File: src/rtl/sync_fifo_pkg.sv
// Shared types, default parameters and helpers for the parametrised FIFO.
package sync_fifo_pkg;

  localparam int DEF_WIDTH     = 8;
  localparam int DEF_DEPTH     = 16;
  localparam int DEF_AE_THRESH = 2;
  localparam int DEF_FWFT      = 0;

  // Status flags, all decoded from the registered occupancy count.
  typedef struct packed {
    logic full;
    logic almost_full;
    logic empty;
    logic almost_empty;
  } fifo_status_t;

  // Width of an occupancy counter able to hold 0..depth inclusive.
  function automatic int cnt_w(input int depth);
    return $clog2(depth) + 1;
  endfunction

endpackage

File: src/rtl/fifo_mem.sv
// Storage array: one synchronous write port, one asynchronous read port, no reset.
module fifo_mem #(
  parameter int WIDTH = 8,
  parameter int DEPTH = 16
) (
  input  logic                       clk,
  input  logic                       we,
  input  logic [$clog2(DEPTH)-1:0]   waddr,
  input  logic [WIDTH-1:0]           wdata,
  input  logic [$clog2(DEPTH)-1:0]   raddr,
  output logic [WIDTH-1:0]           rdata
);

  logic [WIDTH-1:0] mem [DEPTH];

  // Write port: contents are deliberately not reset.
  always_ff @(posedge clk) begin
    if (we) mem[waddr] <= wdata;
  end

  assign rdata = mem[raddr];

endmodule

File: src/rtl/sync_fifo_param.sv
// Parametrised single-clock FIFO with optional first-word-fall-through read,
// programmable almost thresholds, occupancy count and sticky error flags.
//
// Handshake: push is taken on a rising edge iff push && !full; pop is taken iff
// pop && !empty. A refused push drops its data and sets overflow; a refused pop
// leaves rdata alone and sets underflow. There is no back-pressure beyond
// full/empty, and both sides may transfer every cycle.
module sync_fifo_param
  import sync_fifo_pkg::*;
#(
  parameter int WIDTH     = DEF_WIDTH,
  parameter int DEPTH     = DEF_DEPTH,
  parameter int AF_THRESH = DEPTH - 2,
  parameter int AE_THRESH = DEF_AE_THRESH,
  parameter int FWFT      = DEF_FWFT
) (
  input  logic                     clk,
  input  logic                     reset,
  input  logic                     push,
  input  logic [WIDTH-1:0]         wdata,
  input  logic                     pop,
  output logic [WIDTH-1:0]         rdata,
  output logic                     full,
  output logic                     almost_full,
  output logic                     empty,
  output logic                     almost_empty,
  output logic [$clog2(DEPTH):0]   count,
  output logic                     overflow,
  output logic                     underflow,
  input  logic                     clr_err
);

  localparam int AW = $clog2(DEPTH);
  localparam int CW = cnt_w(DEPTH);

  localparam logic [CW-1:0] DEPTH_C = CW'(DEPTH);
  localparam logic [CW-1:0] AF_C    = CW'(AF_THRESH);
  localparam logic [CW-1:0] AE_C    = CW'(AE_THRESH);

  // Elaboration-time parameter checks.
  if (WIDTH < 1) begin : g_bad_width
    $error("sync_fifo_param: WIDTH must be >= 1");
  end
  if ((DEPTH < 2) || ((DEPTH & (DEPTH - 1)) != 0)) begin : g_bad_depth
    $error("sync_fifo_param: DEPTH must be a power of two >= 2");
  end
  if ((AF_THRESH < 1) || (AF_THRESH > DEPTH)) begin : g_bad_af
    $error("sync_fifo_param: AF_THRESH must be in 1..DEPTH");
  end
  if ((AE_THRESH < 0) || (AE_THRESH > DEPTH - 1)) begin : g_bad_ae
    $error("sync_fifo_param: AE_THRESH must be in 0..DEPTH-1");
  end

  logic [AW-1:0]    wr_ptr;
  logic [AW-1:0]    rd_ptr;
  logic [CW-1:0]    count_q;
  logic [WIDTH-1:0] mem_rdata;
  logic             push_ok;
  logic             pop_ok;
  fifo_status_t     status;

  // Flags come only from the registered count, so they move on clock edges only.
  assign status = '{
    full:         (count_q == DEPTH_C),
    almost_full:  (count_q >= AF_C),
    empty:        (count_q == '0),
    almost_empty: (count_q <= AE_C)
  };

  assign full         = status.full;
  assign almost_full  = status.almost_full;
  assign empty        = status.empty;
  assign almost_empty = status.almost_empty;
  assign count        = count_q;

  assign push_ok = push && !status.full;
  assign pop_ok  = pop  && !status.empty;

  fifo_mem #(
    .WIDTH (WIDTH),
    .DEPTH (DEPTH)
  ) u_mem (
    .clk   (clk),
    .we    (push_ok),
    .waddr (wr_ptr),
    .wdata (wdata),
    .raddr (rd_ptr),
    .rdata (mem_rdata)
  );

  // Pointers wrap naturally because DEPTH is a power of two.
  always_ff @(posedge clk or posedge reset) begin
    if (reset) begin
      wr_ptr <= '0;
      rd_ptr <= '0;
    end else begin
      if (push_ok) wr_ptr <= wr_ptr + AW'(1);
      if (pop_ok)  rd_ptr <= rd_ptr + AW'(1);
    end
  end

  // Occupancy: a simultaneous accepted push and pop leaves it unchanged.
  always_ff @(posedge clk or posedge reset) begin
    if (reset) begin
      count_q <= '0;
    end else begin
      case ({push_ok, pop_ok})
        2'b10:   count_q <= count_q + CW'(1);
        2'b01:   count_q <= count_q - CW'(1);
        default: count_q <= count_q;
      endcase
    end
  end

  // Sticky error flags; a new error in the same cycle as clr_err wins.
  always_ff @(posedge clk or posedge reset) begin
    if (reset) begin
      overflow  <= 1'b0;
      underflow <= 1'b0;
    end else begin
      if (push && status.full) overflow <= 1'b1;
      else if (clr_err)        overflow <= 1'b0;
      if (pop && status.empty) underflow <= 1'b1;
      else if (clr_err)        underflow <= 1'b0;
    end
  end

  if (FWFT != 0) begin : g_fwft
    // Head of queue is visible directly; meaningless while empty.
    assign rdata = mem_rdata;
  end else begin : g_reg_read
    logic [WIDTH-1:0] rdata_q;

    // Registered read: capture the head word on each accepted pop.
    always_ff @(posedge clk or posedge reset) begin
      if (reset)       rdata_q <= '0;
      else if (pop_ok) rdata_q <= mem_rdata;
    end

    assign rdata = rdata_q;
  end

endmodule

File: config.mk
export PLATFORM = sky130hd
export DESIGN_NAME = sync_fifo_param
export DESIGN_NICKNAME = d
export VERILOG_FILES = /design/src/rtl/sync_fifo_pkg.sv /design/src/rtl/fifo_mem.sv /design/src/rtl/sync_fifo_param.sv
export SDC_FILE = /design/constraint.sdc
export NUM_CORES = 1
export LEC_CHECK = 0
export CAP_MARGIN = 40
export CELL_PAD_IN_SITES_DETAIL_PLACEMENT = 0
export CELL_PAD_IN_SITES_GLOBAL_PLACEMENT = 1
export CORE_ASPECT_RATIO = 0.5
export CORE_UTILIZATION = 40
export DETAILED_ROUTE_END_ITERATION = 6
export PLACE_DENSITY_LB_ADDON = 0.1
export SLEW_MARGIN = 40
export SYNTH_ARGS = -nofsm -noshare
export SYNTH_HDL_FRONTEND = slang
export SYNTH_SLANG_ARGS = --single-unit
export TNS_END_PERCENT = 100
File: constraint.sdc
create_clock -name clk -period 4.28 [get_ports clk]
set_clock_uncertainty 0.2 [all_clocks]
set_input_delay 0.856 -clock clk [delete_from_list [all_inputs] [get_ports clk]]
set_output_delay 0.856 -clock clk [all_outputs]
set_load 0.02 [all_outputs]
**Yosys cells after proc, flatten, opt, wreduce, memory -nomap -nowiden**

Memories as Yosys holds them, arrays and structs flattened. A register that Yosys moved wholly into a read port is not among the register bits.
Index checks and enable logic that the tools add are counted.

- Input port bits: 13
- Flip-flop bits (word level): 15
- Memories: 1
- Memory bits (read-only): 0
- Latch bits: 0
- Memory bits (writable): 128
- Word-level logic and storage cells: 31

- Equal/unequal tests: 3
- Multiply operators: 0
- Mux-type cells: 6
- Add/sub/neg operators: 4
- Div/mod/pow operators: 0
- Bitwise logic cells: 0
- Reductions and logical operators: 10
- Order comparisons: 2
- Shifts and indexed selects: 0

Memory list:

| name | words | width | read ports | clocked after memory_dff | wr ports | line | RTL |
|---|---|---|---|---|---|---|---|
| u_mem.mem | 16 | 8 | 1 | 1 | 1 | fifo_mem.sv:14 | `logic [WIDTH-1:0] mem [DEPTH];` |

Operators with widths:

| kind | number |
|---|---|
| $pmux W5 S2 | 1 |
| $add A4 B1 Y4 const B | 2 |
| $reduce_bool A2 Y1 | 3 |
| $add A5 B1 Y5 const B | 1 |
| $eq A5 B5 Y1 const B | 1 |
| $ge A5 B4 Y1 const B | 1 |
| $le A5 B2 Y1 const B | 1 |
| $logic_not A5 Y1 | 1 |
| $mux W1 | 5 |
| $sub A5 B1 Y5 const B | 1 |
| $logic_and A1 B1 Y1 | 4 |
| $eq A2 B1 Y1 const B | 1 |
| $eq A2 B2 Y1 const B | 1 |
| $logic_not A1 Y1 | 2 |

**Longest topological paths before layout**

Gate-level depths: netlist (run 1).

- Word-level depth: 5
- Mapped depth: 13
- Depth with buffers taken out: 10

**Hierarchy**

Synthesis (run 1) repeated with hierarchy kept, for this count alone.

- Cells, all modules: 307
- Area, all modules: 6113.4 um2

By module, submodules not included:

| module | seq. area each (um2) | cells each | instances | area an instance (um2) |
|---|---|---|---|---|
| fifo_mem | 3843.7 | 221 | 1 | 4987.3 |
| sync_fifo_param | 575.6 | 86 | 1 | 1126.1 |

**Worst setup path after synthesis (run 1)**

Ideal clock, no wire load.

- Path type: register to register
- From: reg count_q[1] (netlist: count[1])
- To: reg count_q[4] (netlist: count[4])
- Path buffers: 3
- Arrival: 2.774 ns
- Cell stages (with the launch flop): 14
- Library setup time: 0.123 ns
- Slack: 1.183 ns
- Cells stage by stage: dfrtp_1 > buf_6 > or3_4 > o31a_1 > buf_6 > inv_1 > ha_1 > clkbuf_1 > xor2_1 > ha_1 > o211a_1 > o31ai_1 > a31oi_1 > xnor2_1

- Word-level cells in the longest chain between the ends: 5
- Elaborated cells on any way between the ends: 12
- Those cells by class: add/sub (2); eq/ne (3); mux (1); reduce/logical (6)

RTL lines:

| item | line | RTL |
|---|---|---|
| from (decl) | sync_fifo_param.sv:56 | `logic [CW-1:0] count_q;` |
| from (signal assigned) | sync_fifo_param.sv:108 | `2'b10: count_q <= count_q + CW'(1);` |
| from (signal assigned) | sync_fifo_param.sv:109 | `2'b01: count_q <= count_q - CW'(1);` |
| from (signal assigned) | sync_fifo_param.sv:110 | `default: count_q <= count_q;` |
| $eq A5 B5 Y1 / $logic_not A5 Y1 (equally long branches) | sync_fifo_param.sv:64, sync_fifo_param.sv:66 |  |
| $logic_not A1 Y1 (on tied branches) | sync_fifo_param.sv:76, sync_fifo_param.sv:77 |  |
| $logic_and A1 B1 Y1 (on tied branches) | sync_fifo_param.sv:76, sync_fifo_param.sv:77 |  |
| $eq A2 B1 Y1 / $eq A2 B2 Y1 (equally long branches) | sync_fifo_param.sv:107 | `case ({push_ok, pop_ok})` |
| $pmux W5 S2 / $reduce_bool A2 Y1 (equally long branches) | -- |  |

Several ways; a longest one is shown, not always the timed one.
A chain may end at the register's enable or synchronous reset.

**Worst setup path after layout (run 1)**

- From: reg count_q[1] (netlist: count[1])
- To: reg count_q[4] (netlist: count[4])

- Word-level cells in the longest chain between the ends: 5
- Elaborated cells on any way between the ends: 12
- Those cells by class: add/sub (2); eq/ne (3); mux (1); reduce/logical (6)

RTL lines:

| item | line | RTL |
|---|---|---|
| $logic_not A5 Y1 * | sync_fifo_param.sv:66 | `empty: (count_q == '0),` |
| $logic_not A1 Y1 * | sync_fifo_param.sv:77 | `assign pop_ok = pop && !status.empty;` |
| $logic_and A1 B1 Y1 * | sync_fifo_param.sv:77 |  |
| named net pop_ok | sync_fifo_param.sv:59 | `logic pop_ok;` |
| $eq A2 B1 Y1 / $eq A2 B2 Y1 (equally long branches) | sync_fifo_param.sv:107 |  |
| $pmux W5 S2 / $reduce_bool A2 Y1 (equally long branches) | -- |  |

The timed path passes the listed nets; every way through them passes the cells marked *.

==> impl_metrics.json, run 1 <==
{
  "cts.clk_slew.worst_paths_ns": 0.07,
  "grt_pass1_wl_um": 19300,
  "ctsHtreeMaxLevel": 4,
  "ys_warn_count": 0,
  "hpwl_um": 8020,
  "synth_area_sq_um": 6120,
  "hold_start": "rdata[2]",
  "min_path_type": "reg2reg",
  "cp-end-kind": "flop",
  "syn_nets": 347,
  "die_height_um": 89.4,
  "power_frac_seq_pct": 44.0,
  "synthCells": 325,
  "final.setup.worst_slack_ns": 0.882,
  "drtAntennaViolNets": 0,
  "synth-seq-cells": 151,
  "rr_endpoint": "count[4]",
  "synth_ff_type": "edfxtp_1",
  "track_usage_pct": 17.7,
  "grt_max_degree": 32,
  "status": "finished clean",
  "route.detailed.drc": 0,
  "synth_seq_area_share_pct": 72.2,
  "cts_tree": "built",
  "comb_power_share_pct": 25.9,
  "mostFrequentLayoutCell": "edfxtp_1",
  "final_cell_mix": "edfxtp_1 (128), mux4_2 (32), clkdlybuf4s50_1 (31)",
  "port_buffers": 31,
  "rr_worst_depth": 10,
  "slew_violations": 0,
  "hold_violations": 0,
  "p_sw_mw": 1.57,
  "vias": 3099,
  "maxCapViolCount": 0,
  "switching_share_pct": 32.0,
  "r2r_start": "count[1]",
  "start_util_pct": 41.6,
  "layout.nets": 393,
  "cts-buffers-inserted": 17,
  "fill_cells": 1216,
  "setup_tns_ns": 0,
  "hold_path_depth": 2,
  "final_cells": 582,
  "post_cts_buffers": 0,
  "max-slew-margin-rel_pct": 56.4,
  "grt_pass1_vias": 3254,
  "setup_viol": 0,
  "place_worst_setup_slack_ns": 0.637,
  "dp.cells": 550,
  "intPower_mw": 3.33,
  "ff2ff_setup_slack_ns": 0.88,
  "clockRootBuffer": "clkbuf_16",
  "num_antenna_cells": 0,
  "drt_wl_total_um": 12500,
  "rsz0062_at_grt": "false",
  "core_sq_um": 14700,
  "num_rows": 31,
  "peakVddDrop_mv": 0.331,
  "firstDrtPassIters": 4,
  "fin_crit_sh_pct": 79.4,
  "post_cts_resized": 0,
  "fin_crit_ns": 3.40,
  "insertion_delay_ns": 0.42,
  "holdPathEnd": "rdata[2]",
  "synth.distinct_cells": 39,
  "worstSetupPathType": "reg2reg",
  "power.density_nw_per_um2": 673,
  "leakage_nw": 2.50,
  "drt_iter0_markers": 238,
  "cp.required_ns": 4.39,
  "power.share.clock_pct": 30.1,
  "crit_path_start_kind": "flop",
  "antenna_found_initial": 0,
  "dieArea_sq_um": 15800,
  "drive_above_1_share_pct": 23.7,
  "clock-sinks": 151,
  "crit_fanout": 11,
  "utilization_pct": 49.5,
  "synth_edf_count": 128,
  "globalplace.congestion": 0.755,
  "cts_buffer_depth": 2,
  "ios": 32,
  "post_drt_via_cell_ratio": 5.32,
  "cp.arrival_ns": 3.50,
  "max_slew.worst_pin.slew_ns": 0.654,
  "overflow": 0,
  "fp.dieW_um": 177,
  "synthArstFlopShare_pct": 15.2,
  "syn_to_final_growth_pct": 18.9,
  "cts_hold_buf": 0,
  "avgSynthCellArea_sq_um": 18.8,
  "clock.fmax_mhz": 294,
  "avgRoutedWirePerCell_um": 21.5
}
==> critical path: stages (launching register included) <==
cell and delay (ns):
dfrtp_1 0.48, or3_4 0.46, o31ai_4 0.55, inv_2 0.17, ha_1 0.34, xor2_1 0.19, ha_1 0.24, o211a_1 0.23
o31ai_1 0.19, a31oi_1 0.08, xnor2_1 0.15
==> stage by stage <==
stage,power [mW],hold WS [ns],cell area (sq um)
after floorplan,3.00,0.299,6120
after global placement,3.44,0.283,6670
after detailed placement,3.48,0.281,6690
after CTS,4.96,0.300,7270
after global routing,5.15,0.315,7270
final,4.89,0.306,7270
==> final cells by class <==
class	count	area, sq um	share of cell area [%]
clock buffer	18	429	5.90
sequential	151	4430	60.8
multi-input combinational	147	1560	21.5
timing repair buffer	46	423	5.81
inverter	8	30.0	0.413
clock inverter	14	158	2.17
tap	198	248	3.41
==> worst max-delay path by stage <==
stage | from | slack, ns | cells past startpoint | end
after floorplan | count[1] | 1.18 | 13 | count[4]
after global placement | push | 0.72 | 10 | count[4]
after detailed placement | push | 0.64 | 10 | count[4]
after CTS | count[1] | 0.85 | 10 | count[4]
after global routing | count[1] | 0.70 | 10 | count[4]
final | count[1] | 0.88 | 10 | count[4]
==> Yosys cell counts (all sizes together), types with 3 or more instances <==
cell type | instances | area [sq um]
xnor2 | 7 | 61.3
mux4 | 32 | 721
nor3 | 6 | 30.0
nand2 | 22 | 90.1
nor2 | 15 | 56.3
o21ai | 4 | 20.0
xor2 | 3 | 26.3
buf | 16 | 104
edfxtp | 128 | 3840
o221ai | 8 | 70.1
a21oi | 3 | 15.0
nand2b | 4 | 25.0
clkbuf | 3 | 11.3
ha | 9 | 113
mux2i | 16 | 160
dfrtp | 23 | 576
inv | 8 | 30.0
==> sequential cells by signal, summed over array words and instances, names as in the netlist <==
signal     count
u_mem.mem    128
rdata          8
count          5
rd_ptr         4
wr_ptr         4
overflow       1
underflow      1
==> cells by family (layout without fill, tap and decap cells) <==
| family | after synthesis | after routing | share of synthesized area [%] |
|---|---|---|---|
| flops | 151 | 151 | 72.2 |
| simple gates | 54 | 54 | 4.21 |
| mux | 49 | 49 | 14.6 |
| buf+inv | 27 | 86 | 2.37 |
| compound gates | 25 | 25 | 3.31 |
| xor+xnor | 10 | 10 | 1.43 |
| fa+ha+maj | 9 | 9 | 1.84 |
==> per-layer routing <==
layer | part of all wire, % | up-vias | track usage (%)
met3 | 4.7 | 13 | 4.29
met4 | 1.4 | 0 | 6.43
met1 | 48 | 1625 | 24.6
met2 | 46 | 80 | 27.4
li1 | - | 1381 | -
met5 | 0 | - | 0
==> power groups by stage <==
stage                     logic (mW)  registers, mW  clock network [mW]
final                           1.27           2.16                1.47
after global placement          1.26           2.18                   0
after global routing            1.37           2.21                1.56
after CTS                       1.29           2.17                1.50
after detailed placement        1.28           2.20                   0
after floorplan                0.987           2.01                   0
No activity file was read; power rests on OpenSTA's default activity.
==> run 2, diff against run 1 <==
Clock period 4.28 ns to 3.5 ns, I/O delays scaled along.
==> run 2 against run 1 <==
Final area grew 0.81%. Clock power grew 19%. Worst hold slack lost 0.0030 ns. Die area is the same. Setup slack lost 0.58 ns. Via count shrank 0.35%. Sequential power grew 18%. Combinational power grew 33%. Utilization grew 0.40 points. Global-route usage shrank 0.80 points. Critical path type unchanged. Highest routed layer unchanged.
==> impl_metrics.json, run 2 (same netlist as run 1, synthesis figures left out) <==
{
  "drtAntennaViolNets": 0,
  "rr_worst_depth": 10,
  "ios": 32,
  "ctsHtreeMaxLevel": 4,
  "vias": 3088,
  "num_rows": 31,
  "final_cell_mix": "edfxtp_1 (128), mux4_2 (32), clkdlybuf4s50_1 (31)",
  "top_register": "u_mem.mem",
  "maxCapViolCount": 0,
  "fp.dieW_um": 177,
  "dieArea_sq_um": 15800,
  "syn_to_final_growth_pct": 19.9,
  "start_util_pct": 41.6,
  "firstDrtPassIters": 4,
  "final_cells": 591,
  "cts.clk_slew.worst_paths_ns": 0.06,
  "dp.cells": 559,
  "layout.nets": 402,
  "peakVddDrop_mv": 0.366,
  "post_cts_buffers": 0,
  "crit_path_start_kind": "flop",
  "fin_crit_ns": 3.20,
  "drt_iter0_markers": 313,
  "max-slew-margin-rel_pct": 49.0,
  "clock.fmax_mhz": 313,
  "final.setup.worst_slack_ns": 0.303,
  "cp_common_cell": "ha_1",
  "grt_pass1_wl_um": 18700,
  "cp-end-kind": "flop",
  "grt_pass1_vias": 3174,
  "post_drt_via_cell_ratio": 5.23,
  "cts-buffers-inserted": 17,
  "port_buffers": 31,
  "largest_reg_flops": 128,
  "clockRootBuffer": "clkbuf_16",
  "hold_violations": 0,
  "hpwl_um": 8100,
  "setup_tns_ns": 0,
  "grt_max_degree": 24,
  "cts_buffer_depth": 2,
  "mostFrequentLayoutCell": "edfxtp_1",
  "drive_above_1_share_pct": 24.7,
  "cp.required_ns": 3.59,
  "route.detailed.drc": 0,
  "slew_violations": 0,
  "fin_area_sq_um": 7330,
  "num_antenna_cells": 0,
  "hold_path_depth": 2,
  "fin_crit_sh_pct": 91.3,
  "overflow": 0,
  "track_usage_pct": 16.9,
  "utilization_pct": 49.9,
  "avgRoutedWirePerCell_um": 20.6,
  "crit_fanout": 11,
  "core_sq_um": 14700,
  "setup_viol": 0,
  "max_stage_delay_ns": 0.50,
  "status": "finished clean",
  "die_height_um": 89.4,
  "drt_wl_total_um": 12200,
  "slowest_stage": "o31ai_4",
  "register_area_sq_um": 4420,
  "worstSetupPathType": "reg2reg",
  "cts_tree": "built",
  "max_slew.worst_pin.slew_ns": 0.764,
  "cts_hold_buf": 0,
  "globalplace.congestion": 0.808,
  "cp.arrival_ns": 3.28,
  "post_cts_resized": 0,
  "fill_cells": 1181,
  "antenna_found_initial": 0,
  "rsz0062_at_grt": "false",
  "multi_input_area_sq_um": 1550,
  "insertion_delay_ns": 0.41,
  "place_worst_setup_slack_ns": 0.345,
  "clock-sinks": 151,
  "min_path_type": "reg2reg",
  "leakage_nw": 2.55,
  "place_area_sq_um": 6760,
  "power.density_nw_per_um2": 814,
  "crit_chain": "or3_4 > o31ai_4 > inv_2 > ha_1 > buf_4 > ha_1 > o211a_1 > o31ai_1 > a31oi_1 > xnor2_1"
}
run 2: changes by cell type in the layout (fill, tap and decap cells not counted), moves of 2 or more:
| cell | before | now |
|---|---|---|
| clkinv_4 | 4 | 0 |
| inv_6 | 2 | 7 |
| nor2_1 | 12 | 15 |
| clkinv_8 | 0 | 2 |
| nor2_2 | 3 | 0 |
| buf_4 | 15 | 23 |
| inv_8 | 6 | 4 |
run 2: area by class of cell:
cell class	count	area share, %
Clock buffer	17	5.80
Clock inverter	15	2.06
Inverter	8	0.410
Multi-Input combinational cell	147	21.2
Sequential cell	151	60.3
Tap cell	198	3.38
Timing Repair Buffer	55	6.86
run 2: path summary, 6_finish.rpt:
check,start,to,slack (ns)
min reg2reg,rdata[6],rdata[6],0.30
min in group asynchronous,reset,overflow,0.45
min,rdata[6],rdata[6],0.30
max in group asynchronous,reset,rd_ptr[2],2.25
max,count[0],count[4],0.30
max reg2reg,count[0],count[4],0.30
run 2: worst max-delay path: cells and delay by family, from the launching register on:
family | cells | cell delay (ns)
simple gates | 1 | 0.43
compound gates | 4 | 0.92
fa+ha+maj | 2 | 0.57
xor+xnor | 1 | 0.15
buf+inv | 2 | 0.33
flops | 1 | 0.46
run 2: through the flow:
stage | hold slack, ns | total power [mW]
after floorplan | 0.299 | 3.67
after global placement | 0.277 | 4.25
after detailed placement | 0.297 | 4.30
after CTS | 0.314 | 6.06
after global routing | 0.340 | 6.29
final | 0.303 | 5.97
run 2: per-layer routing:
layer	wire length [um]	global-route usage, %
met4	31	4.00
met2	5790	27.7
met3	884	4.04
met5	0	0
met1	5450	23.1
run 2: where the power goes:
group	internal, mW	leakage, nW	switching [mW]
logic	0.871	0.835	0.817
registers	2.23	1.43	0.308
clock network	0.952	0.283	0.793
total	4.05	2.55	1.92
